<file path="config.mk">
export PLATFORM = sky130hd
export DESIGN_NAME = pnode_result_arbiter_flat
export DESIGN_NICKNAME = d
export VERILOG_FILES = /design/src/rtl/pnode_result_arbiter_if.sv /design/src/rtl/pnode_result_arbiter.sv /design/src/flat_wrapper.sv
export SDC_FILE = /design/constraint.sdc
export NUM_CORES = 1
export LEC_CHECK = 0
export ABC_AREA = 1
export BUFFER_PORTS_ARGS = -buffer_cell sky130_fd_sc_hd__clkbuf_2
export CELL_PAD_IN_SITES_DETAIL_PLACEMENT = 0
export CELL_PAD_IN_SITES_GLOBAL_PLACEMENT = 1
export CORE_MARGIN = 5
export CORE_UTILIZATION = 31
export DETAILED_ROUTE_END_ITERATION = 12
export PLACE_DENSITY = 0.74
export SETUP_SLACK_MARGIN = 0.15
export SYNTH_ARGS = -nofsm -noshare
export SYNTH_HDL_FRONTEND = slang
export SYNTH_SLANG_ARGS = --single-unit
</file>
<file path="constraint.sdc">
create_clock -name clock -period 2.23 [get_ports clock]
set_input_delay 0.3345 -clock clock [delete_from_list [all_inputs] [get_ports clock]]
set_output_delay 0.3345 -clock clock [all_outputs]
set_load 0.005 [all_outputs]
</file>
<file path="src/rtl/pnode_result_arbiter_if.sv">
// Result-merge bus: per-node tag/valid/ack requests in, one tagged stream plus perf counters out.
// The slave modport is the arbiter side; the master modport is the requester/sink side.
interface pnode_result_arbiter_if #(
  parameter int NCOUNT = 8,
  parameter int DW     = 10,
  parameter int CW     = 4
);
  logic [NCOUNT*DW-1:0] req_data;
  logic [NCOUNT-1:0]    req_valid;
  logic [NCOUNT-1:0]    req_ack;
  logic [DW-1:0]        out_data;
  logic [CW-1:0]        out_channel;
  logic                 out_valid;
  logic                 out_ready;
  logic [31:0]          beat_count;
  logic [31:0]          stall_count;

  modport slave (
    input  req_data, req_valid, out_ready,
    output req_ack, out_data, out_channel, out_valid, beat_count, stall_count
  );

  modport master (
    output req_data, req_valid, out_ready,
    input  req_ack, out_data, out_channel, out_valid, beat_count, stall_count
  );
endinterface

</file>
<file path="src/rtl/pnode_result_arbiter.sv">
// Round-robin merge of match-node result tags into one registered, channel-tagged stream.
// The output slot refills in the cycle it drains, so one beat per clock is sustained.
module pnode_result_arbiter #(
  parameter int NCOUNT = 8,
  parameter int DW     = 10,
  parameter int CW     = 4
) (
  input  logic                 clock,
  input  logic                 sclr,
  pnode_result_arbiter_if.slave bus
);
  logic [CW-1:0]     last_grant_q, last_grant_d;
  logic [DW-1:0]     out_data_q, out_data_d;
  logic [CW-1:0]     out_channel_q, out_channel_d;
  logic              out_valid_q, out_valid_d;
  logic [31:0]       beat_count_q, beat_count_d;
  logic [31:0]       stall_count_q, stall_count_d;

  logic              load_en;
  logic              grant_found;
  logic              grant;
  logic [NCOUNT-1:0] grant_oh;
  logic [DW-1:0]     grant_data;
  logic [CW-1:0]     grant_chan;

  assign load_en = !out_valid_q || bus.out_ready;
  assign grant   = load_en && grant_found && !sclr;

  // Two passes give modulo-NCOUNT order from last_grant+1 without a dynamic index.
  always_comb begin
    grant_found = 1'b0;
    grant_oh    = '0;
    grant_data  = '0;
    grant_chan  = '0;
    for (int i = 0; i < NCOUNT; i++) begin
      if (!grant_found && bus.req_valid[i] && (i > int'(last_grant_q))) begin
        grant_found = 1'b1;
        grant_oh[i] = 1'b1;
        grant_data  = bus.req_data[i*DW +: DW];
        grant_chan  = CW'(i);
      end
    end
    for (int i = 0; i < NCOUNT; i++) begin
      if (!grant_found && bus.req_valid[i] && (i <= int'(last_grant_q))) begin
        grant_found = 1'b1;
        grant_oh[i] = 1'b1;
        grant_data  = bus.req_data[i*DW +: DW];
        grant_chan  = CW'(i);
      end
    end
  end

  always_comb begin
    last_grant_d  = last_grant_q;
    out_data_d    = out_data_q;
    out_channel_d = out_channel_q;
    out_valid_d   = out_valid_q;
    if (grant) begin
      out_data_d    = grant_data;
      out_channel_d = grant_chan;
      out_valid_d   = 1'b1;
      last_grant_d  = grant_chan;
    end else if (out_valid_q && bus.out_ready) begin
      out_valid_d   = 1'b0;
    end
    beat_count_d  = beat_count_q  + {31'd0, out_valid_q &&  bus.out_ready};
    stall_count_d = stall_count_q + {31'd0, out_valid_q && !bus.out_ready};
  end

  always_ff @(posedge clock) begin
    if (sclr) begin
      last_grant_q  <= CW'(NCOUNT - 1);
      out_data_q    <= '0;
      out_channel_q <= '0;
      out_valid_q   <= 1'b0;
      beat_count_q  <= '0;
      stall_count_q <= '0;
    end else begin
      last_grant_q  <= last_grant_d;
      out_data_q    <= out_data_d;
      out_channel_q <= out_channel_d;
      out_valid_q   <= out_valid_d;
      beat_count_q  <= beat_count_d;
      stall_count_q <= stall_count_d;
    end
  end

  assign bus.req_ack     = grant ? grant_oh : '0;
  assign bus.out_data    = out_data_q;
  assign bus.out_channel = out_channel_q;
  assign bus.out_valid   = out_valid_q;
  assign bus.beat_count  = beat_count_q;
  assign bus.stall_count = stall_count_q;
endmodule
</file>
<file path="src/flat_wrapper.sv">
// flat-port wrapper written by rule: the top's interface ports become plain ports
module pnode_result_arbiter_flat 
#(
  parameter int NCOUNT = 8,
  parameter int DW     = 10,
  parameter int CW     = 4
)
  (clock, sclr, bus_req_data, bus_req_valid, bus_out_ready, bus_req_ack, bus_out_data, bus_out_channel, bus_out_valid, bus_beat_count, bus_stall_count);
  pnode_result_arbiter_if #(.NCOUNT(NCOUNT), .DW(DW), .CW(CW)) bus_i ();
  input  logic clock;
  input  logic sclr;
  input wire logic [$bits(bus_i.req_data)-1:0] bus_req_data;
  input wire logic [$bits(bus_i.req_valid)-1:0] bus_req_valid;
  input wire logic [$bits(bus_i.out_ready)-1:0] bus_out_ready;
  output wire logic [$bits(bus_i.req_ack)-1:0] bus_req_ack;
  output wire logic [$bits(bus_i.out_data)-1:0] bus_out_data;
  output wire logic [$bits(bus_i.out_channel)-1:0] bus_out_channel;
  output wire logic [$bits(bus_i.out_valid)-1:0] bus_out_valid;
  output wire logic [$bits(bus_i.beat_count)-1:0] bus_beat_count;
  output wire logic [$bits(bus_i.stall_count)-1:0] bus_stall_count;
  assign bus_i.req_data = bus_req_data;
  assign bus_i.req_valid = bus_req_valid;
  assign bus_i.out_ready = bus_out_ready;
  assign bus_req_ack = bus_i.req_ack;
  assign bus_out_data = bus_i.out_data;
  assign bus_out_channel = bus_i.out_channel;
  assign bus_out_valid = bus_i.out_valid;
  assign bus_beat_count = bus_i.beat_count;
  assign bus_stall_count = bus_i.stall_count;
  pnode_result_arbiter #(.NCOUNT(NCOUNT), .DW(DW), .CW(CW)) u_core (.clock(clock), .sclr(sclr), .bus(bus_i));
endmodule
</file>
Word-level counts from Yosys, hierarchy flattened
Index checks and enable logic that the tools add are counted.
{"block": "totals", "ff_bits": 83, "word_cells": 135}
{"block": "op_classes", "addsub": 2, "n_lt_le_gt_ge": 14, "muxes": 62, "n_reduce_logical": 51}
{"operator": "2-to-1 mux 10 bit", "n": 15}
{"operator": "adder 32 x 1 -> 32 bit", "n": 2}
{"operator": "2-to-1 mux 3 bit", "n": 12}
{"operator": "logical AND 1 bit", "n": 32}
{"operator": "2-to-1 mux 1 bit", "n": 32}
{"operator": "zero test 1 bit", "n": 17}
{"operator": "> comparator 3 x 4 -> 1 bit (first input constant)", "n": 4}
{"operator": "<= comparator 3 x 4 -> 1 bit (first input constant)", "n": 4}
{"operator": "> comparator 2 x 4 -> 1 bit (first input constant)", "n": 2}
{"operator": "<= comparator 2 x 4 -> 1 bit (first input constant)", "n": 2}
{"operator": "2-to-1 mux 8 bit", "n": 1}
{"operator": "> comparator 1 x 4 -> 1 bit (first input constant)", "n": 1}
{"operator": "<= comparator 1 x 4 -> 1 bit (first input constant)", "n": 1}
{"operator": "2-to-1 mux 2 bit", "n": 2}
{"operator": "nonzero test 2 bit", "n": 1}
{"operator": "logical OR 1 bit", "n": 1}

Logic depth before layout (Yosys ltp)
{"block": "logic_depth", "depth_word": 61, "mapped_depth": 19}

Worst setup path before layout
OpenSTA, ideal clock, no wires.
{"block": "synth_timing", "kind": "flip-flop to flip-flop", "from": "reg u_core.out_valid_q (netlist: u_core.bus.out_valid)", "to": "reg u_core.stall_count_q[26] (netlist: u_core.bus.stall_count[26])", "setup_time_ps": 65, "arrival_ps": 2275, "slack_ps": -110, "stages_incl_launch_ff": 20, "path_buffers": 0, "synth_period_minus_slack_ps": 2340, "cell_sequence": "dfxtp_1 -> inv_1 -> nor2_1 -> ha_1 -> ha_1 -> nand2_1 -> nor2_1 -> inv_1 -> nor2_1 -> inv_1 -> nor2_1 -> inv_1 -> nor2_1 -> nand2_1 -> inv_1 -> nand3_1 -> nor3_1 -> xor2_1 -> inv_1 -> nor2_1"}
{"block": "synth_between", "elab_chain_len": 2}
{"item": "start, declared", "line": "pnode_result_arbiter.sv:15", "rtl": "logic out_valid_q, out_valid_d;"}
{"item": "start signal, assigned", "line": "pnode_result_arbiter.sv:82", "rtl": "out_valid_q <= out_valid_d;"}
{"item": "logical AND 1 bit", "line": "pnode_result_arbiter.sv:67", "rtl": "stall_count_d = stall_count_q + {31'd0, out_valid_q && !bus.out_ready};"}
{"item": "adder 32 x 1 -> 32 bit", "line": "pnode_result_arbiter.sv:67"}
{"item": "end signal, assigned", "line": "pnode_result_arbiter.sv:84", "rtl": "stall_count_q <= stall_count_d;"}
{"item": "end, declared", "line": "pnode_result_arbiter.sv:17", "rtl": "logic [31:0] stall_count_q, stall_count_d;"}
Every way passes these cells.
A chain may end at the register's enable or synchronous reset.

Final worst setup path
{"block": "layout_timing", "from": "reg u_core.last_grant_q[1]", "to": "out bus_req_ack[0]"}
{"block": "layout_between", "elab_chain_len": 61, "elab_cells_between_ends": 75}
{"item": "start, declared", "line": "pnode_result_arbiter.sv:12", "rtl": "logic [CW-1:0] last_grant_q, last_grant_d;"}
{"item": "start signal, assigned", "line": "pnode_result_arbiter.sv:72", "rtl": "last_grant_q <= CW'(NCOUNT - 1);"}
{"item": "start signal, assigned", "line": "pnode_result_arbiter.sv:79", "rtl": "last_grant_q <= last_grant_d;"}
{"item": "> comparator 1 x 4 -> 1 bit", "line": "pnode_result_arbiter.sv:36", "rtl": "if (!grant_found && bus.req_valid[i] && (i > int'(last_grant_q))) begin"}
{"item": "logical AND 1 bit", "line": "pnode_result_arbiter.sv:36"}
{"item": "2-to-1 mux 1 bit", "line": "pnode_result_arbiter.sv:36"}
{"item": "zero test 1 bit", "line": "pnode_result_arbiter.sv:36"}
{"item": "logical AND 1 bit (2 in series)", "line": "pnode_result_arbiter.sv:36"}
{"item": "2-to-1 mux 1 bit", "line": "pnode_result_arbiter.sv:36"}
{"item": "zero test 1 bit", "line": "pnode_result_arbiter.sv:36"}
{"item": "logical AND 1 bit (2 in series)", "line": "pnode_result_arbiter.sv:36"}
{"item": "[... 40 more ...]"}
{"item": "zero test 1 bit", "line": "pnode_result_arbiter.sv:44", "rtl": "if (!grant_found && bus.req_valid[i] && (i <= int'(last_grant_q))) begin"}
{"item": "logical AND 1 bit (2 in series)", "line": "pnode_result_arbiter.sv:44"}
{"item": "2-to-1 mux 1 bit", "line": "pnode_result_arbiter.sv:44"}
{"item": "zero test 1 bit", "line": "pnode_result_arbiter.sv:44"}
{"item": "logical AND 1 bit (2 in series)", "line": "pnode_result_arbiter.sv:44"}
{"item": "2-to-1 mux 1 bit", "line": "pnode_result_arbiter.sv:44"}
{"item": "logical AND 1 bit (2 in series)", "line": "pnode_result_arbiter.sv:27", "rtl": "assign grant = load_en && grant_found && !sclr;"}
{"item": "2-to-1 mux 8 bit *", "line": "pnode_result_arbiter.sv:88", "rtl": "assign bus.req_ack = grant ? grant_oh : '0;"}
{"item": "end, declared", "line": "flat_wrapper.sv:15", "rtl": "output wire logic [$bits(bus_i.req_ack)-1:0] bus_req_ack;"}
Mark *: on every way between the ends. The rest lies on a longest branch, timed or not.

==> impl_metrics.tcl <==
set metrics [dict create \
    status "complete, but fails checks" \
    violations "negative setup slack" \
    path_cells "nor2_4, nand2_2, nand3_2, nor2_4, nand4_4, nor2_4, nand4_4, nor2_4, nand4_4, nand3_2, buf_12, nor3_1, clkbuf_2" \
    dpl.hpwl_microns 15700 \
    worst_setup_path_start_kind "register" \
    rsz0062_at_grt "yes" \
    drc 0 \
    portBuffers 176 \
    yosysSeqAreaShare 0.301 \
    grt_max_degree 52 \
    syn2layout_area_growth_pct 60.5 \
    cts_inserted_buffers 9 \
    cts_tree "built" \
    avgSynthCellArea_sq_um 6.04 \
    rows 48 \
    combPwrFrac 0.279 \
    worstSkewPairLatency_ns 0.34 \
    synth_most_common_cell "nor2_1" \
    die_h_microns 142 \
    cts.sinks 81 \
    netlist.area_leader.share 0.301 \
    cap_viol_max_count 0 \
    dp.cells 1344 \
    worst_setup_path_end_kind "primary output" \
    clk_transition_reported_paths_ns 0.06 \
    cts_buffer_depth 2 \
    instances_no_fill 1421 \
    pin_count 178 \
    antenna_found_initial 0 \
    ys.flop_type "dfxtp_1" \
    finalHoldViolCount 0 \
    slowest_stage "dfxtp_4" \
    fin_ws_ns -0.227 \
    synthMuxAreaShare 0 \
    num-fill-cells 1795 \
    slew_viol_final 0 \
    overflow 0 \
    synth-adder-area-share 0.00929 \
    critPathMaxFanout 10 \
    antenna_left 0 \
    track_usage 0.191 \
    crit_family "simple AND/OR/NAND/NOR gates" \
    pwr-share-clk 0.379 \
    place_congestion 0.880 \
    multi_input_area_sq_um 3730 \
    post_drt_via_cell_ratio 4.72 \
    ys_top_cells_by_count "nor2_1, nand2_1, inv_1" \
    arrival_ns 2.12 \
    synth_edf_count 0 \
    die_w_microns 142 \
    die-area_sq_um 20100 \
    yosysTopAreaCell "dfxtp_1" \
    area.sequential_sq_um 1630 \
    synthArstFlopShare 0 \
    yosys.area_share.simple 0.478 \
    synth_nets 987 \
    power.internal_mw 3.19 \
    rrSetupSlack_ns -0.08 \
    drt_iter0_drc 238 \
    fin_tns_setup_ns -2.17 \
    tightest_slew_ns 0.608 \
    rr_worst_depth 20 \
    mappedNetlistArea_sq_um 5390 \
    powerDensity_nw_per_um2 530 \
    vias 6704 \
    cts_max_level 3 \
    grt_first_pass_wirelength_microns 31300 \
    ir_drop_v 0.000349 \
    max_freq_mhz 407 \
    slowest_delay_ns 0.39 \
    synthCells 892 \
    synth_area_leaders "dfxtp_1, nor2_1, nand2_1" \
    finalCritPeriodShare 1.10 \
    cp_common_cell "nor2_4" \
    required_ns 1.90 \
    min_period_ns 2.46 \
    slew_headroom 0.595 \
    n_antenna_cell 0 \
    grt_pass1_vias 6390 \
    swShare 0.304 \
    drive_gt1_frac 0.405 \
    wl_microns 20500 \
    avgRoutedWirePerCell_microns 14.4 \
    cts-root-buf "clkbuf_16" \
    core_area_sq_um 17200 \
    crit_type "register to primary output" \
    whs_path_depth 5 \
    worstHoldEndpoint "u_core.bus.out_data[3]$_SDFFE_PP0P_" \
    reg2reg_from "u_core.last_grant_q[2]$_SDFFE_PP1P_" \
    synth_xor_area_frac 0.0244 \
    setup_viol 22 \
    synth_top_family_by_area "simple AND/OR/NAND/NOR gates" \
    hold_path_class "input pin to register" \
    yosys_warnings 0 \
    nets 1286 \
    worst-path-buf-inv 2 \
    dr.pass1.iters 6 \
    ys_types 34 \
    p_leak_nw 4.11 \
    min_from "bus_req_data[73]" \
    power_switching_mw 1.39 \
    ys_seq_elements 81 \
    p_seq_frac 0.341 \
    skew_ns 0.00831 \
    reg2reg_to "u_core.bus.out_data[7]$_SDFFE_PP0P_" \
    initial_utilization 0.314 \
    synth_compound_area_frac 0.0641 \
]
-- worst reg2reg max path: cells and delay by family (launching register included) --
kind	cells	cell delay, ns
buffers and inverters	6	0.75
and+or+nand+nor	14	1.08
DFF	1	0.37
-- worst max path at each step --
stage                                        start                               endpoint  cells after the start
3_3_place_gp                         bus_out_ready   u_core.bus.beat_count[28]$_SDFF_PP0_                     16
2_1_floorplan    u_core.bus.out_valid$_SDFFE_PP0P_  u_core.bus.stall_count[26]$_SDFF_PP0_                     19
6_report       u_core.last_grant_q[1]$_SDFFE_PP1P_                         bus_req_ack[0]                     13
5_1_grt        u_core.last_grant_q[1]$_SDFFE_PP1P_                         bus_req_ack[0]                     13
3_5_place_dp                         bus_out_ready   u_core.bus.beat_count[28]$_SDFF_PP0_                     16
4_1_cts        u_core.last_grant_q[1]$_SDFFE_PP1P_                         bus_req_ack[3]                     13
-- flip-flops by register name, indices dropped and copies added (netlist names) --
signal                  count
u_core.last_grant_q         3
u_core.bus.beat_count      32
u_core.bus.out_channel      3
u_core.bus.out_valid        1
u_core.bus.stall_count     32
u_core.bus.out_data        10
-- power by group through the flow --
stage                     clock [mW]  sequential, mW  combinational, mW
after floorplan                    0            1.58              0.597
after detailed placement           0            1.59               1.08
after CTS                       1.80            1.56               1.12
final                           1.74            1.56               1.28
after global routing            1.84            1.57               1.42
after global placement             0            1.59               1.08
-- what timing repair did --
action                     CTS  global route
hold buffers                 0             0
cloned                       1             1
resized for setup           89           109
setup endpoints to repair   49            59
pin swaps                   20            42
setup buffers               32            27
-- logic make-up (layout without fill, tap and decap cells) --
family                   after synthesis  after routing
AO/OA/AOI/OAI                         65             65
other                                  1              1
adder cells (fa/ha/maj)                4              4
AND/OR/NAND/NOR                      557            557
XOR/XNOR                              15             15
flip-flops                            81             81
buffers and inverters                169            473
-- routing by layer --
layer | wire length (microns) | part of all wire | GRT usage
met5 | 0 | 0 | 0
met4 | 171 | 0.0083 | 0.0455
met3 | 1280 | 0.062 | 0.0377
met2 | 10200 | 0.50 | 0.345
met1 | 8850 | 0.43 | 0.233
-- per-stage QoR --
stage          hold WS [ns]  area (sq um)  utilization  power, mW  worst slack [ns]
2_1_floorplan         0.442          5470            -       2.18             0.117
3_3_place_gp          0.438          7110        0.414       2.67            -0.131
3_5_place_dp          0.447          7110        0.414       2.67            -0.196
4_1_cts               0.336          8000        0.466       4.47            -0.230
5_1_grt               0.370          8650        0.503       4.83            -0.341
6_report              0.341          8650        0.503       4.58            -0.227
-- cells in the final DEF, fill, tap and decap left out, types with 18 or more instances in the layout --
master    Yosys  routed
a21oi_1      36      30
buf_6         1      31
nor2_4        2      22
inv_1       135     118
buf_4         3     102
nand3_1      76      65
nand2_2       4      20
clkbuf_2      0     174
nand4_1      54      54
nor2_1      172     141
nand2_1     168     144
nor3_1       40      28
dfxtp_1      81      77
inv_2         3      18
-- cell type report --
cell class / instances / share of cell area
Sequential cell: 81 / 0.189
Inverter: 142 / 0.0625
Clock inverter: 6 / 0.0133
Timing Repair Buffer: 314 / 0.242
Tap cell: 225 / 0.0326
Timing Repair inverter: 1 / 0.00130
Multi-Input combinational cell: 642 / 0.431
Clock buffer: 10 / 0.0276
Note: power is estimated with default switching activity, not from simulation.
